===== src/rtl/split_tracked_pkg.sv =====
// Shared helpers for the split_tracked interconnect: select-field width and error fill pattern.
package split_tracked_pkg;

  // One select bit minimum so a single-slave build still has a valid field.
  function automatic int calc_sel_w(input int n_slaves);
    return (n_slaves <= 2) ? 1 : $clog2(n_slaves);
  endfunction

  localparam logic ERR_FILL_BIT = 1'b1;

endpackage


===== src/rtl/split_err_slave.sv =====
// Internal decode-error responder: one registered rvalid pulse per accepted request, data all ones.
// Always ready; rvalid follows each accept by exactly one cycle.
module split_err_slave
  import split_tracked_pkg::*;
#(
  parameter int DATA_W = 32
) (
  input  logic              clk,
  input  logic              rst,
  input  logic              accept_i,
  output logic              rvalid_o,
  output logic [DATA_W-1:0] rdata_o
);

  logic rvalid_q;

  always_ff @(posedge clk) begin
    if (rst) rvalid_q <= 1'b0;
    else     rvalid_q <= accept_i;
  end

  assign rvalid_o = rvalid_q;
  assign rdata_o  = {DATA_W{ERR_FILL_BIT}};

endmodule


===== src/rtl/split_tracked.sv =====
// Address-decoded 1:N split with in-order response tracking; only one slave outstanding at a time.
// Optional decode-error responder for unmapped selects under SPLIT_DECERR_EN (else routed to last slave).
module split_tracked
  import split_tracked_pkg::*;
#(
  parameter int N_SLAVES = 2,
  parameter int ADDR_W   = 32,
  parameter int DATA_W   = 32,
  parameter int MAX_OUT  = 4
) (
  input  logic                                               clk,
  input  logic                                               rst,
  input  logic                                               m_valid,
  input  logic [ADDR_W-1:0]                                  m_addr,
  input  logic [DATA_W-1:0]                                  m_wdata,
  input  logic [DATA_W/8-1:0]                                m_wstrb,
  output logic                                               m_ready,
  output logic                                               m_rvalid,
  output logic [DATA_W-1:0]                                  m_rdata,
  output logic [N_SLAVES-1:0]                                s_valid,
  output logic [N_SLAVES*(ADDR_W-calc_sel_w(N_SLAVES))-1:0]  s_addr,
  output logic [N_SLAVES*DATA_W-1:0]                         s_wdata,
  output logic [N_SLAVES*(DATA_W/8)-1:0]                     s_wstrb,
  input  logic [N_SLAVES-1:0]                                s_ready,
  input  logic [N_SLAVES-1:0]                                s_rvalid,
  input  logic [N_SLAVES*DATA_W-1:0]                         s_rdata,
  output logic [$clog2(MAX_OUT+1)-1:0]                       outstanding
);

  localparam int SEL_W  = calc_sel_w(N_SLAVES);
  localparam int SA_W   = ADDR_W - SEL_W;
  localparam int STRB_W = DATA_W / 8;
  localparam int CNT_W  = $clog2(MAX_OUT + 1);
  localparam logic [SEL_W:0]   N_EXT   = (SEL_W + 1)'(N_SLAVES);
  localparam logic [CNT_W-1:0] MAX_CNT = CNT_W'(MAX_OUT);

  logic [SEL_W-1:0]  sel_raw, tgt, cur_sel_q, cur_sel_d;
  logic [CNT_W-1:0]  cnt_q, cnt_d;
  logic              tgt_err, cur_err, err_rvalid;
  logic [DATA_W-1:0] err_rdata, slv_rdata;
  logic              tgt_rdy, allowed, accept, resp, slv_rvalid;

  assign sel_raw = m_addr[ADDR_W-1 -: SEL_W];

`ifdef SPLIT_DECERR_EN
  // cur_sel may hold an unmapped select; that value then means "error responder outstanding".
  assign tgt     = sel_raw;
  assign tgt_err = ({1'b0, sel_raw} >= N_EXT);
  assign cur_err = ({1'b0, cur_sel_q} >= N_EXT);

  split_err_slave #(.DATA_W(DATA_W)) u_err_slave (
    .clk      (clk),
    .rst      (rst),
    .accept_i (accept && tgt_err),
    .rvalid_o (err_rvalid),
    .rdata_o  (err_rdata)
  );
`else
  assign tgt        = ({1'b0, sel_raw} >= N_EXT) ? SEL_W'(N_SLAVES - 1) : sel_raw;
  assign tgt_err    = 1'b0;
  assign cur_err    = 1'b0;
  assign err_rvalid = 1'b0;
  assign err_rdata  = '0;
`endif

  always_comb begin
    allowed    = ((cnt_q == '0) || (tgt == cur_sel_q)) && (cnt_q < MAX_CNT);
    tgt_rdy    = tgt_err;
    slv_rvalid = 1'b0;
    slv_rdata  = '0;
    s_valid    = '0;
    s_addr     = '0;
    s_wdata    = '0;
    s_wstrb    = '0;
    for (int i = 0; i < N_SLAVES; i++) begin
      if (!tgt_err && (tgt == SEL_W'(i))) begin
        tgt_rdy                       = s_ready[i];
        s_valid[i]                    = m_valid && allowed;
        s_addr[i*SA_W +: SA_W]        = m_addr[SA_W-1:0];
        s_wdata[i*DATA_W +: DATA_W]   = m_wdata;
        s_wstrb[i*STRB_W +: STRB_W]   = m_wstrb;
      end
      if (cur_sel_q == SEL_W'(i)) begin
        slv_rvalid = s_rvalid[i];
        slv_rdata  = s_rdata[i*DATA_W +: DATA_W];
      end
    end
  end

  assign accept   = m_valid && allowed && tgt_rdy;
  assign resp     = (cnt_q != '0) && (cur_err ? err_rvalid : slv_rvalid);
  assign m_ready  = accept;
  assign m_rvalid = resp;
  assign m_rdata  = cur_err ? err_rdata : slv_rdata;

  always_comb begin
    cnt_d     = cnt_q;
    cur_sel_d = cur_sel_q;
    if (accept) cur_sel_d = tgt;
    if (accept && !resp)      cnt_d = cnt_q + 1'b1;
    else if (resp && !accept) cnt_d = cnt_q - 1'b1;
  end

  always_ff @(posedge clk) begin
    if (rst) begin
      cnt_q     <= '0;
      cur_sel_q <= '0;
    end else begin
      cnt_q     <= cnt_d;
      cur_sel_q <= cur_sel_d;
    end
  end

  assign outstanding = cnt_q;

endmodule

===== config.mk =====
export PLATFORM = sky130hd
export DESIGN_NAME = split_tracked
export DESIGN_NICKNAME = d
export VERILOG_FILES = /design/src/rtl/split_tracked_pkg.sv /design/src/rtl/split_err_slave.sv /design/src/rtl/split_tracked.sv
export SDC_FILE = /design/constraint.sdc
export NUM_CORES = 1
export LEC_CHECK = 0
export ABC_AREA = 0
export CAP_MARGIN = 30
export CORE_AREA = 2 2 122 124
export DETAILED_ROUTE_END_ITERATION = 10
export DIE_AREA = 0 0 124 126
export PLACE_DENSITY = 0.5
export SLEW_MARGIN = 5
export SYNTH_ARGS = -nofsm -noshare
export SYNTH_HDL_FRONTEND = slang
export SYNTH_SLANG_ARGS = --single-unit

===== constraint.sdc =====
create_clock -name clk -period 3.05 [get_ports clk]
set_input_delay 0.4575 -clock clk [delete_from_list [all_inputs] [get_ports clk]]
set_output_delay 0.4575 -clock clk [all_outputs]
set_load 0.05 [all_outputs]

# [Yosys cells after proc, flatten, opt, wreduce, memory -nomap -nowiden]
# Index checks and enable logic that the tools add are counted.
[totals] mem_bits_ro=0 mem_count=0 wordCells=31 regBits=4 ram_bits=0 out_inout_bits=173 latchBits=0
[classes] order_cmp=1 bitwise_logic=0 n_addsub=2 eq_ne=1 mux=13 reduce_logical=12 n_shift=0 multipliers=0 n_div=0
[ops] cell="32-bit two-way mux" count=3
[ops] cell="31-bit two-way mux" count=2
[ops] cell="4-bit two-way mux" count=2
[ops] cell="1-bit logical AND" count=6
[ops] cell="3-bit two-way mux" count=2
[ops] cell="1-bit two-way mux" count=4
[ops] cell="3-bit by 1-bit adder with 3-bit output, second input constant" count=1
[ops] cell="3-bit logical NOT" count=1
[ops] cell="3-bit less-than comparator, second input constant" count=1
[ops] cell="3-bit nonzero test" count=1
[ops] cell="3-bit by 1-bit subtractor with 3-bit output, second input constant" count=1
[ops] cell="1-bit logical NOT" count=2
[ops] cell="2-bit nonzero test" count=1
[ops] cell="1-bit equality test" count=1
[ops] cell="1-bit logical OR" count=1

# [Longest topological paths before layout]
# Gate-level depths: netlist of the first run.
[depth] ltp_word=9 ltp_mapped=10

# [Worst setup path before layout of the first run]
# OpenSTA, ideal clock, no wires.
[synth_path] path_type="input to register" startpoint="input m_addr[31]" endpoint="register cnt_q[2] (netlist: outstanding[2])" arrival_time_ps=2848 setup_time_ps=70 cell_stages=10 t_required_ps=2980 slack_ps=133 path_cell_list="buf_4 -> xnor2_1 -> o21ai_0 -> nor2_1 -> ha_1 -> inv_1 -> fa_1 -> xor2_1 -> or3_1 -> a21oi_1"
[synth_between] elab_chain_cells=8 word_cells_on_any_way=11 classes_between="eq/ne: 1; mux: 2; reduce/logical: 8"
[synth_rtl] element="start: declaration" line_no="split_tracked.sv:14" rtl="input logic [ADDR_W-1:0] m_addr,"
[synth_rtl] element="1-bit equality test" line_no="split_tracked.sv:67" rtl="allowed = ((cnt_q == '0) || (tgt == cur_sel_q)) && (cnt_q < MAX_CNT);"
[synth_rtl] element="1-bit logical OR" line_no="split_tracked.sv:67"
[synth_rtl] element="1-bit logical AND" line_no="split_tracked.sv:67"
[synth_rtl] element="1-bit logical AND" line_no="split_tracked.sv:90" rtl="assign accept = m_valid && allowed && tgt_rdy;"
[synth_rtl] element="1-bit logical AND (*)" line_no="split_tracked.sv:90"
[synth_rtl] element="via m_ready" line_no="split_tracked.sv:17" rtl="output logic m_ready,"
[synth_rtl] element="1-bit logical NOT" line_no="split_tracked.sv:101" rtl="else if (resp && !accept) cnt_d = cnt_q - 1'b1;"
[synth_rtl] element="1-bit logical AND" line_no="split_tracked.sv:101"
[synth_rtl] element="2-bit nonzero test (no source line)"
[synth_rtl] element="end signal: assignment" line_no="split_tracked.sv:109" rtl="cnt_q <= cnt_d;"
[synth_rtl] element="end: declaration" line_no="split_tracked.sv:38" rtl="logic [CNT_W-1:0] cnt_q, cnt_d;"
# Mark *: on every way through the listed nets, which the timed path passes. The rest lies on a longest branch.
# A chain may end at the register's enable or synchronous reset.

# [Final worst setup path of the first run]
[layout_path] startpoint="input m_valid" endpoint="register cnt_q[2] (netlist: outstanding[2])"
[layout_between] elab_chain_cells=5 word_cells_on_any_way=7 classes_between="mux: 1; reduce/logical: 6"
[layout_rtl] element="start: declaration" line_no="split_tracked.sv:13" rtl="input logic m_valid,"
[layout_rtl] element="1-bit logical AND (*) (2 in series)" line_no="split_tracked.sv:90"
[layout_rtl] element="1-bit logical NOT" line_no="split_tracked.sv:101"
[layout_rtl] element="1-bit logical AND" line_no="split_tracked.sv:101"
[layout_rtl] element="2-bit nonzero test (no source line)"
# Every way passes the cells marked *; elsewhere a longest branch is shown, timed or not.

==> results of run 1 <==
## layout by cell type (no fill, tap or decap)
master / synthesis / routed
clkdlybuf4s50_1: 0 / 257
nor2b_1: 68 / 68
and2_1: 67 / 67
buf_4: 2 / 54
mux2_2: 33 / 33
nor2_1: 6 / 6
dfxtp_1: 4 / 4
buf_12: 0 / 4
inv_1: 3 / 3
clkbuf_16: 0 / 3
o21ai_0: 2 / 2
mux2i_1: 2 / 2
a21oi_1: 2 / 2
xor2_1: 2 / 2
xnor2_1: 1 / 1
o31ai_1: 1 / 1
nor4b_4: 1 / 1
o21bai_1: 1 / 1
a311oi_1: 1 / 1
or3_1: 1 / 1
fa_1: 1 / 1
ha_1: 1 / 1
## report_power, final
| part | internal [W] | total (W) | switching, W |
|---|---|---|---|
| Combinational | 0.000560 | 0.00137 | 0.000814 |
| Sequential | 0.0000706 | 0.000109 | 0.0000388 |
| Clock | 0.000168 | 0.000206 | 0.0000388 |
| Total | 0.000798 | 0.00169 | 0.000891 |
## cell families after synthesis
group	synth area share
mux	0.250
compound gates	0.0280
simple gates	0.573
fa+ha+maj	0.0208
flops	0.0511
xor+xnor	0.0168
buf+inv	0.0607
## worst max path at each step
| stage | endpoint | start |
|---|---|---|
| CTS | outstanding[2]$_SDFFE_PP0P_ | m_valid |
| floorplan | outstanding[2]$_SDFFE_PP0P_ | m_addr[31] |
| detailed placement | outstanding[2]$_SDFFE_PP0P_ | m_valid |
| global placement | outstanding[2]$_SDFFE_PP0P_ | m_valid |
| finish | outstanding[2]$_SDFFE_PP0P_ | m_valid |
| global route | outstanding[2]$_SDFFE_PP0P_ | m_valid |
## final cells by class
| class | count | area share |
|---|---|---|
| Clock buffer | 3 | 0.0155 |
| Inverter | 3 | 0.00232 |
| Multi-Input combinational cell | 190 | 0.287 |
| Sequential cell | 4 | 0.0165 |
| Tap cell | 184 | 0.0475 |
| Timing Repair Buffer | 315 | 0.631 |
## registers in the layout, summed over array words and instances (netlist names)
signal	count
cur_sel_q	1
outstanding	3
## worst max-delay path: stages
cell and delay (ns):
clkdlybuf4s50_1 0.47, nor2b_1 0.12, o21ai_0 0.14, nor2_1 0.28, ha_1 0.23, inv_1 0.06, fa_1 0.37, xor2_1 0.15
or3_1 0.30, a21oi_1 0.14
## metrics by stage
| step | util | instances |
|---|---|---|
| after floorplan | - | 216 |
| after global placement | 0.333 | 696 |
| after detailed placement | 0.333 | 696 |
| after CTS | 0.339 | 699 |
| after global routing | 0.339 | 699 |
| final | 0.339 | 699 |
## routing by layer
metal	up-vias	global-route usage	part of all wire
li1	1281	-	-
met1	1083	0.132	0.40
met2	130	0.211	0.52
met5	-	0	0
met3	4	0.0177	0.079
met4	0	0.00991	0.0024
==> reports/results.tsv, run 1 <==
metric	value	unit
Least-Margin Pin Slew	0.546	ns
ys async rst share	0	
Max Transition Viols Final	0	
Reg2Reg Depth	9	
Global Route Usage Sum	0.110	
DRC errors left	0	
final setup vio count	0	
clock root cell	clkbuf_16	
Mapped Cells	216	
Final ANT Viol Nets	0	
vias	2498	
status	completed	
share of layout cells above drive strength 1	0.184	
Post-CTS Resized	0	
Buffers on Ports	311	
Layout Skew	0.00350	ns
Leak	1.88	nW
top cells by count, synth	nor2b_1 (68), and2_1 (67), mux2_2 (33), clkbuf_1 (13), nor2_1 (6)	
Worst Hold Depth	2	
Place WS	0.228	ns
HPWL Detailed	8310	um
worst skew pair latency	0.23	ns
Via density	3.57	
Achievable Freq	389	MHz
most common flop cell mapped by yosys	dfxtp_1	
number of max-cap violations	0	
post-cts hold buffer count	0	
Inserted Diodes	0	
power per cell area	349	nW/um^2
maximum vdd drop	0.407	mV
worst-path maximum fanout	3	
chip width	124	um
register area	80.1	um^2
Mapped Nets	357	
number of global-route vias before repair	2363	
Initial Util	0.109	
Yosys top cell area share	0.272	
# IOs	312	
Chip Height	126	um
Synth area leaders	nor2b_1 (27%), and2_1 (27%), mux2_2 (24%)	
R2R Path End	outstanding[2]$_SDFFE_PP0P_	
first-pass iteration count of the detailed router	4	
Syn Std Cell Area	1570	um^2
R2R Setup Slk	0.79	ns
Total Die Area	15600	um^2
multi-input logic area	1390	um^2
Layout area overhead	209	%
Distinct cells, synth	21	
final worst path period share	0.843	
final hold violations	0	
Sink Count	4	
RSZ-0062 raised after global routing	false	
WHS	0.588	ns
final estimated routing congestion in global placement	0.820	
worst min path class	register to register	
nets@finish	658	
depth of the CTS H-tree	1	
Yosys top cell by area	nor2b_1	
Core ar.	14300	um^2
Post-synth EDFFs	0	
global-route wire length before repair	13500	um
Avg WL per Cell	13.8	um
Inserted Clock Buffers	3	
hold_sp	outstanding[2]$_SDFFE_PP0P_	
total power	0.00169	W
largest net degree at the start of global routing	63	
type of origin of the critical path	primary input	
TritonCTS clock tree	built	
FF+latch count, synth	4	
dpl cell area	4770	um^2
Max Root-Sink Buffers	2	
CP arrival	2.72	ns
Layout fillers	1482	
Crit. End Element	register	
Setup TNS Final	0	ns
Ys Warns	0	
Hold Path Sink	outstanding[2]$_SDFFE_PP0P_	
Crit Path Class	primary input to register	
Post-Route WL	9610	um
initial antenna violation count	0	
r2r startpoint	outstanding[0]$_SDFFE_PP0P_	
most common cell in the netlist	nor2b_1	
worst relative slew slack	0.635	
Setup Buffers After CTS	0	
cell area after layout	4850	um^2
DR iter-0 viols	32	
critical path required time	3.20	ns
fin worst setup slack	0.480	ns
grt ovf	0	
Seq/Total Area, Yosys	0.0511	
Period minus WS final	2.57	ns
Mean Syn Cell Area	7.25	um^2
Std-Cell Rows	44	
Worst-path clk slew	0.03	ns
(Power assumes the default switching activity.)
==> run 2: changes to the inputs <==
Settings changed: PLACE_DENSITY 0.5 to 0.52.
Clock period 3.05 ns to 2.2 ns, I/O delays scaled along.
==> reports/results.tsv, run 2 (same netlist as run 1, synthesis figures left out) <==
metric	value	unit	change
Core ar.	14300	um^2	unchanged
Buffers on Ports	311		unchanged
grt ovf	0		unchanged
chip width	124	um	unchanged
post-cts hold buffer count	0		unchanged
global-route wire length before repair	14700	um	+8.5%
CP cell instances	clkdlybuf4s50_1 -> mux2_2 -> o31ai_2 -> ha_4 -> inv_1 -> fa_2 -> xor2_1 -> or3_1 -> a21oi_2		
Post-Route WL	10300	um	+6.8%
Layout Skew	0.00628	ns	+0.00278 ns
CP max stage delay	0.40	ns	-0.07 ns
# IOs	312		unchanged
vias	2586		+3.5%
worst relative slew slack	0.652		+0.0165
final std cells w/o fill	704		+0.72%
Initial Util	0.109		unchanged
WHS	0.588	ns	-0.000401 ns
number of max-cap violations	0		unchanged
Final ANT Viol Nets	0		unchanged
first-pass iteration count of the detailed router	4		unchanged
Layout fillers	1370		-7.6%
Worst-path clk slew	0.04	ns	about the same
Total Die Area	15600	um^2	unchanged
Crit Path Class	primary input to register		
TritonCTS clock tree	built		
Inserted Diodes	0		unchanged
final setup vio count	0		unchanged
final worst path period share	0.964		
number of global-route vias before repair	2611		+10%
Period minus WS final	2.12	ns	
Achievable Freq	472	MHz	
Max Transition Viols Final	0		unchanged
Std-Cell Rows	44		unchanged
Hold Path Sink	outstanding[0]$_SDFFE_PP0P_		
final hold violations	0		unchanged
r2r startpoint	cur_sel_q$_SDFFE_PP0P_		
initial antenna violation count	0		unchanged
status	completed		
worst skew pair latency	0.23	ns	about the same
R2R Path End	outstanding[2]$_SDFFE_PP0P_		
Inserted Clock Buffers	3		unchanged
Avg WL per Cell	14.6	um	+6.1%
multi-input logic area	1440	um^2	+3.6%
Worst Hold Depth	2		unchanged
Global Route Usage Sum	0.121		+0.0107
Leak	2.49	nW	+32%
DR iter-0 viols	63		+97%
number of flip-flops under the largest register name	3		unchanged
share of layout cells above drive strength 1	0.437		+0.252
Crit. End Element	register		
Chip Height	126	um	unchanged
Placed Cells	699		+0.43%
critical path required time	2.35	ns	-0.85 ns
slowest cell on the critical path	clkdlybuf4s50_1		
HPWL Detailed	8920	um	+7.3%
maximum vdd drop	0.335	mV	-18%
CP arrival	2.27	ns	-0.45 ns
worst path bufs/invs	2		unchanged
DRC errors left	0		unchanged
Layout area overhead	276	%	
Least-Margin Pin Slew	0.521	ns	-0.0247 ns
worst min path class	register to register		
Reg2Reg Depth	10		+1
commonest non-fill, non-tap cell in the layout	clkdlybuf4s50_1		
type of origin of the critical path	primary input		
worst-path maximum fanout	2		-1
nets@finish	662		+0.61%
depth of the CTS H-tree	1		unchanged
Via density	3.67		+2.8%
clock root cell	clkbuf_16		
CP top delay family	adder cells		
largest net degree at the start of global routing	119		+89%
R2R Setup Slk	0.16	ns	-0.63 ns
Max Root-Sink Buffers	2		unchanged
register area	86.3	um^2	+7.8%
hold_sp	outstanding[0]$_SDFFE_PP0P_		
most frequent cells in the layout	clkdlybuf4s50_1 (139), buf_12 (103), buf_4 (76)		
power per cell area	474	nW/um^2	+36%
final estimated routing congestion in global placement	0.821		+0.13%
Sink Count	4		unchanged
-- run 2: worst register-to-register path, delay by kind of cell (launching register included) --
| kind | cells | cell delay [ns] |
|---|---|---|
| adder cells (fa/ha/maj) | 2 | 0.47 |
| AND/OR/NAND/NOR | 2 | 0.47 |
| flip-flops | 1 | 0.31 |
| XOR/XNOR | 2 | 0.28 |
| AO/OA/AOI/OAI | 2 | 0.22 |
| buffers and inverters | 2 | 0.19 |
-- run 2: worst max-delay path by stage --
stage                startpoint                          end  slack [ns]  cells after the start
global route        s_rvalid[1]  outstanding[2]$_SDFFE_PP0P_      -0.009                      9
CTS                 s_rvalid[0]  outstanding[2]$_SDFFE_PP0P_        0.02                      9
floorplan            m_addr[31]  outstanding[2]$_SDFFE_PP0P_        0.02                     10
finish              s_rvalid[0]  outstanding[2]$_SDFFE_PP0P_        0.08                      9
global placement    s_rvalid[0]  outstanding[2]$_SDFFE_PP0P_       -0.15                      9
detailed placement  s_rvalid[0]  outstanding[2]$_SDFFE_PP0P_       -0.20                      9
-- run 2: per-stage QoR --
stage | util | TNS, ns | setup WS, ns | cell area, um^2 | power [W]
6_report | 0.411 | 0 | 0.0799 | 5880 | 0.00279
5_1_grt | 0.411 | -0.00861 | -0.00861 | 5880 | 0.00290
4_1_cts | 0.409 | 0 | 0.0161 | 5860 | 0.00279
3_5_place_dp | 0.404 | -0.201 | -0.201 | 5780 | 0.00248
3_3_place_gp | 0.404 | -0.151 | -0.151 | 5780 | 0.00246
2_1_floorplan | - | 0 | 0.0188 | 1610 | 0.00135
-- run 2: area by class of cell --
type,count,area share
repair buffers,319,0.686
multi-input cells,190,0.245
well taps,184,0.0391
flip-flops and latches,4,0.0147
clock buffers,4,0.0134
inverters,3,0.00191
-- run 2: where the power goes --
group          internal [W]  leakage [nW]  switching [W]
logic               0.00109          2.41        0.00124
clock network      0.000240        0.0382      0.0000582
registers          0.000107        0.0342      0.0000626
total               0.00143          2.49        0.00136
-- run 2: what timing repair did --
| item | in CTS | in global routing |
|---|---|---|
| resized for setup | 0 | 5 |
| buffers inserted | 0 | 1 |
| endpoints found under the setup margin | 0 | 1 |
-- run 2: routing by layer --
| layer | routed length [um] | part of all wire | vias to the layer above | track usage |
|---|---|---|---|---|
| met1 | 3650 | 0.36 | 1150 | 0.135 |
| met2 | 5650 | 0.55 | 140 | 0.235 |
| met4 | 63 | 0.0061 | 0 | 0.0172 |
| li1 | - | - | 1292 | - |
| met3 | 904 | 0.088 | 4 | 0.0249 |
| met5 | 0 | 0 | - | 0 |
